===== config.mk =====
export PLATFORM = sky130hd
export DESIGN_NAME = shift_seq
export DESIGN_NICKNAME = d
export VERILOG_FILES = /design/src/rtl/shift_pkg.sv /design/src/rtl/shift_seq.sv
export SDC_FILE = /design/constraint.sdc
export NUM_CORES = 1
export LEC_CHECK = 0
export CAP_MARGIN = 10
export CORE_MARGIN = 5
export CORE_UTILIZATION = 24
export CTS_CLUSTER_SIZE = 24
export DETAILED_ROUTE_END_ITERATION = 10
export PLACE_DENSITY = 0.47
export SYNTH_ARGS = -nofsm -noshare
export SYNTH_HDL_FRONTEND = slang
export SYNTH_SLANG_ARGS = --single-unit

===== constraint.sdc =====
create_clock -name clk -period 1.2 [get_ports clk]
set_input_delay 0.18 -clock clk [delete_from_list [all_inputs] [get_ports clk]]
set_output_delay 0.18 -clock clk [all_outputs]
set_load 0.005 [all_outputs]

===== src/rtl/shift_pkg.sv =====
// Shared definitions for the shift-register command sequencer: op encodings,
// FSM state type and the default register width.
package shift_pkg;

    localparam int DEFAULT_WIDTH = 4;

    localparam logic [1:0] OP_LOAD = 2'b00;
    localparam logic [1:0] OP_SHR  = 2'b01;
    localparam logic [1:0] OP_SHL  = 2'b10;
    localparam logic [1:0] OP_ROR  = 2'b11;

    typedef enum logic [1:0] {
        ST_IDLE  = 2'd0,
        ST_LOAD  = 2'd1,
        ST_SHIFT = 2'd2,
        ST_DONE  = 2'd3
    } state_t;

endpackage : shift_pkg


===== src/rtl/shift_seq.sv =====
// Command sequencer driving a 4-bit universal shift register (one-hot sr/sl/ld).
// Optional rotate support is enabled by defining SHIFT_SEQ_ROTATE_EN.
module shift_seq
    import shift_pkg::*;
#(
    parameter int WIDTH = DEFAULT_WIDTH,
    parameter int CNT_W = 3
) (
    input  logic             clk,
    input  logic             rst,
    input  logic             cmd_valid,
    output logic             cmd_ready,
    input  logic [1:0]       cmd_op,
    input  logic [WIDTH-1:0] cmd_data,
    input  logic [CNT_W-1:0] cmd_cnt,
    input  logic             cmd_fill,
    input  logic [WIDTH-1:0] q_in,
    output logic             sr,
    output logic             sl,
    output logic             ld,
    output logic [WIDTH-1:0] d_out,
    output logic             d_sr,
    output logic             d_sl,
    output logic             busy,
    output logic             done
);

    state_t           state, state_next;
    logic [1:0]       op_q;
    logic [WIDTH-1:0] data_q;
    logic [CNT_W-1:0] cnt_q;
    logic             fill_q;
    logic             take;

    // The source holds its command until ready, so accepting in IDLE is enough.
    assign take = (state == ST_IDLE) && cmd_valid;

    // NOTE: sequential state uses non-blocking (<=) so every register samples
    // pre-edge values; blocking here would create order-dependent races.
    always_ff @(posedge clk) begin
        if (rst) begin
            state  <= ST_IDLE;
            op_q   <= OP_LOAD;
            data_q <= '0;
            cnt_q  <= '0;
            fill_q <= 1'b0;
        end else begin
            state <= state_next;
            if (take) begin
                op_q   <= cmd_op;
                data_q <= cmd_data;
                cnt_q  <= cmd_cnt;
                fill_q <= cmd_fill;
            end else if (state == ST_SHIFT) begin
                cnt_q <= cnt_q - CNT_W'(1);
            end
        end
    end

    // NOTE: every output gets a default before the case so no path leaves a
    // signal unassigned, which would otherwise infer a latch.
    always_comb begin
        state_next = state;
        unique case (state)
            ST_IDLE: begin
                if (cmd_valid) begin
                    if (cmd_op == OP_LOAD) begin
                        state_next = ST_LOAD;
                    end else if (cmd_cnt == '0) begin
                        state_next = ST_DONE;
`ifndef SHIFT_SEQ_ROTATE_EN
                    end else if (cmd_op == OP_ROR) begin
                        state_next = ST_DONE;
`endif
                    end else begin
                        state_next = ST_SHIFT;
                    end
                end
            end
            ST_LOAD:  state_next = ST_DONE;
            ST_SHIFT: if (cnt_q == CNT_W'(1)) state_next = ST_DONE;
            ST_DONE:  state_next = ST_IDLE;
            default:  state_next = ST_IDLE;
        endcase
    end

    // Outputs are forced low during reset so the register clears on that edge.
    always_comb begin
        sr        = 1'b0;
        sl        = 1'b0;
        ld        = 1'b0;
        d_out     = '0;
        d_sr      = 1'b0;
        d_sl      = 1'b0;
        cmd_ready = 1'b0;
        busy      = 1'b0;
        done      = 1'b0;
        if (!rst) begin
            unique case (state)
                ST_IDLE: begin
                    ld        = 1'b1;
                    d_out     = q_in;
                    cmd_ready = 1'b1;
                end
                ST_LOAD: begin
                    ld    = 1'b1;
                    d_out = data_q;
                    busy  = 1'b1;
                end
                ST_SHIFT: begin
                    busy = 1'b1;
                    case (op_q)
                        OP_SHR: begin
                            sr   = 1'b1;
                            d_sr = fill_q;
                        end
                        OP_SHL: begin
                            sl   = 1'b1;
                            d_sl = fill_q;
                        end
`ifdef SHIFT_SEQ_ROTATE_EN
                        OP_ROR: begin
                            sr   = 1'b1;
                            d_sr = q_in[0];
                        end
`endif
                        default: begin
                            // Unreachable; hold rather than let the register clear.
                            ld    = 1'b1;
                            d_out = q_in;
                        end
                    endcase
                end
                ST_DONE: begin
                    ld    = 1'b1;
                    d_out = q_in;
                    busy  = 1'b1;
                    done  = 1'b1;
                end
                default: begin
                    ld    = 1'b1;
                    d_out = q_in;
                end
            endcase
        end
    end

endmodule : shift_seq


==> impl_metrics.tcl <==
set metrics [dict create \
    critPathCaptureType "output port" \
    synth-simple-area-share_pct 27.3 \
    clock_sinks 12 \
    avgSynthCellArea_sq_um 8.98 \
    synth_xor_area_share_pct 1.93 \
    combPwrFrac_pct 63.8 \
    synth_adder_area_share_pct 13.8 \
    synth_warnings 0 \
    hold_buffers 0 \
    clock_latency_ns 0.25 \
    vias 870 \
    violations "negative setup slack" \
    grt_start_max_net_pins 9 \
    antenna_found_initial 0 \
    worst_pin_slew_ns 0.241 \
    hp-class "reg -> reg" \
    finalHoldViolCount 0 \
    mostFrequentLayoutCell "buf_4" \
    place_inst 193 \
    fin_skew_ns 0.00485 \
    peakVddDrop_uv 714 \
    vias_per_cell 4.24 \
    ys_types 27 \
    synth_compound_area_share_pct 21.7 \
    status "finished, violations left" \
    drt_first_pass_iters 2 \
    wire_per_inst_um 11.6 \
    rsz0062_at_grt "yes" \
    cts_tree "yes" \
    setup-tns-final_ns -3.96 \
    fin_cells 205 \
    drc 0 \
    finalCritPeriodShare_pct 133 \
    fillCellCount 367 \
    syn_area_sq_um 907 \
    num_antenna_cells 0 \
    dpl.hpwl_um 1830 \
    core_area_sq_mm 0.00366 \
    fin_crit_ns 1.59 \
    numCtsBuffers 3 \
    seqCellArea_sq_um 250 \
    gr-usage-all-layers_pct 9.50 \
    grt_pass1_wl_um 3930 \
    power_frac_seq_pct 21.0 \
    power.internal_mw 1.90 \
    setup_viol 22 \
    setup_ws_ns -0.393 \
    path_clk_slew_ns 0.06 \
    wirelength_um 2390 \
    drv_slew 0 \
    die_width_um 71.5 \
    ys_ff_latch 12 \
    area_growth_pct 81.4 \
    drive_gt1_share_pct 63.7 \
    nNetsFinal 185 \
    critPathKind "reg -> out" \
    cap_viol_max_count 0 \
    cts_htree_levels 1 \
    final_cell_mix "17 x buf_4, 15 x clkdlybuf4s50_1, 15 x buf_6" \
    crit_required_ns 1.02 \
    synth_mux_area_share_pct 1.10 \
    syn-num-nets 128 \
    slowest_stage "dfxtp_4" \
    synth_top_family_by_area "simple AND/OR/NAND/NOR gates" \
    cts_buffer_depth 2 \
    cts_root_buf "clkbuf_8" \
    yosysSeqAreaShare_pct 26.5 \
    ant_nets 0 \
    row_count 22 \
    die_area_sq_mm 0.00511 \
    cp.arrival_ns 1.41 \
    start_util_pct 24.8 \
    ios 29 \
    power_density_mw_per_mm2 1840 \
    die_h_um 71.5 \
    slew_headroom_pct 83.9 \
    path_cells "inv_6 -> ha_4 -> buf_6 -> nand2_4 -> a21oi_4 -> a22oi_1 -> nor2_1 -> buf_2" \
    cp_slowest_stage_delay_ns 0.36 \
    p_sw_share_pct 37.2 \
    p_leak_nw 0.686 \
    portBuffers 28 \
    gr-total-overflow 0 \
    p_switching_mw 1.12 \
    critPathMaxFanout 4 \
    gp_congestion 0.681 \
    drt_iter0_markers 29 \
    netlist_instances 101 \
    multi_input_area_sq_um 746 \
    fmax_ghz 0.628 \
    grt_pass1_vias 901 \
    startpoint_type "flip-flop" \
    p_clk_share_pct 15.3 \
]
==> critical path: cells and delay by family (launching register included) <==
kind / cells / cell delay [ns]
DFF: 1 / 0.36
adders and majority gates: 1 / 0.13
AOI/OAI and AO/OA: 2 / 0.27
and+or+nand+nor: 2 / 0.12
buffers and inverters: 3 / 0.28
==> synthesized netlist by cell type <==
cell / number / area [sq um]
and4bb_1: 1 / 12.5
mux2i_1: 1 / 10.0
xor2_1: 1 / 8.76
nand2b_4: 1 / 13.8
a22oi_1: 4 / 30.0
nor2b_2: 1 / 8.76
dfxtp_1: 12 / 240
xnor2_1: 1 / 8.76
buf_6: 3 / 33.8
ha_1: 10 / 125
o32ai_2: 1 / 16.3
nor2_1: 11 / 41.3
o211ai_2: 1 / 12.5
buf_2: 2 / 10.0
nor3_1: 1 / 5.00
nand2_1: 11 / 41.3
and2_1: 3 / 18.8
nand2_4: 1 / 11.3
a21oi_4: 2 / 32.5
inv_1: 7 / 26.3
a211oi_2: 2 / 25.0
nor2b_4: 1 / 13.8
and3_1: 2 / 12.5
nand2_2: 9 / 56.3
nor2b_1: 2 / 12.5
a21oi_2: 8 / 70.1
a21oi_1: 2 / 10.0
==> layer usage <==
| layer | routed length [um] | part of all wire [%] | GRT usage [%] |
|---|---|---|---|
| met3 | 97 | 4.1 | 2.24 |
| met4 | 18 | 0.75 | 3.13 |
| met5 | 0 | 0 | 0 |
| met1 | 1030 | 43 | 10.7 |
| met2 | 1240 | 52 | 17.4 |
==> what timing repair did <==
| action | CTS | global route |
|---|---|---|
| cloned | 0 | 0 |
| gates resized for setup | 78 | 14 |
| setup buffers | 10 | 2 |
| setup endpoints to repair | 24 | 24 |
| pin swaps | 22 | 11 |
==> sequential cells by signal (all words and copies together) (netlist names) <==
signal	cells
fill_q	1
op_q	2
state	2
data_q	4
cnt_q	3
==> area by class of cell <==
| class | count | share of cell area, % |
|---|---|---|
| clock buffer | 4 | 3.35 |
| inverter | 7 | 2.05 |
| multi-input combinational | 77 | 45.3 |
| sequential | 12 | 15.2 |
| tap | 48 | 3.65 |
| timing repair buffer | 57 | 30.4 |
==> final timing paths <==
path	slack, ns	start	cells after the start	endpoint
max	-0.39	state[0]	8	d_out[3]
min	0.48	data_q[2]	2	data_q[2]
max reg2reg	-0.15	state[1]	7	state[1]
min reg2reg	0.48	data_q[2]	2	data_q[2]
==> cells by family (layout without fill, tap and decap cells) <==
family,after synthesis,in the layout
and+or+nand+nor,44,44
AOI/OAI and AO/OA,20,20
DFF,12,12
buffers and inverters,12,68
adders and majority gates,10,10
xor gates and xnor gates,2,2
muxes,1,1
==> power groups by stage <==
stage	Sequential (mW)	Clock, mW	Combinational (mW)
finish	0.634	0.462	1.93
global route	0.654	0.480	2.10
CTS	0.621	0.476	1.79
detailed placement	0.618	0	1.53
global placement	0.618	0	1.51
floorplan	0.605	0	1.02
==> metrics by stage <==
step	cell area (sq um)	power, mW	hold WS [ns]	setup slack (ns)	util (%)
floorplan	955	1.63	0.307	-0.0238	-
global placement	1410	2.13	0.467	-0.510	38.5
detailed placement	1410	2.15	0.459	-0.534	38.5
CTS	1560	2.89	0.471	-0.415	42.7
global route	1650	3.24	0.497	-0.472	44.9
finish	1650	3.02	0.481	-0.393	44.9
Power figures use the tool's default switching activity.
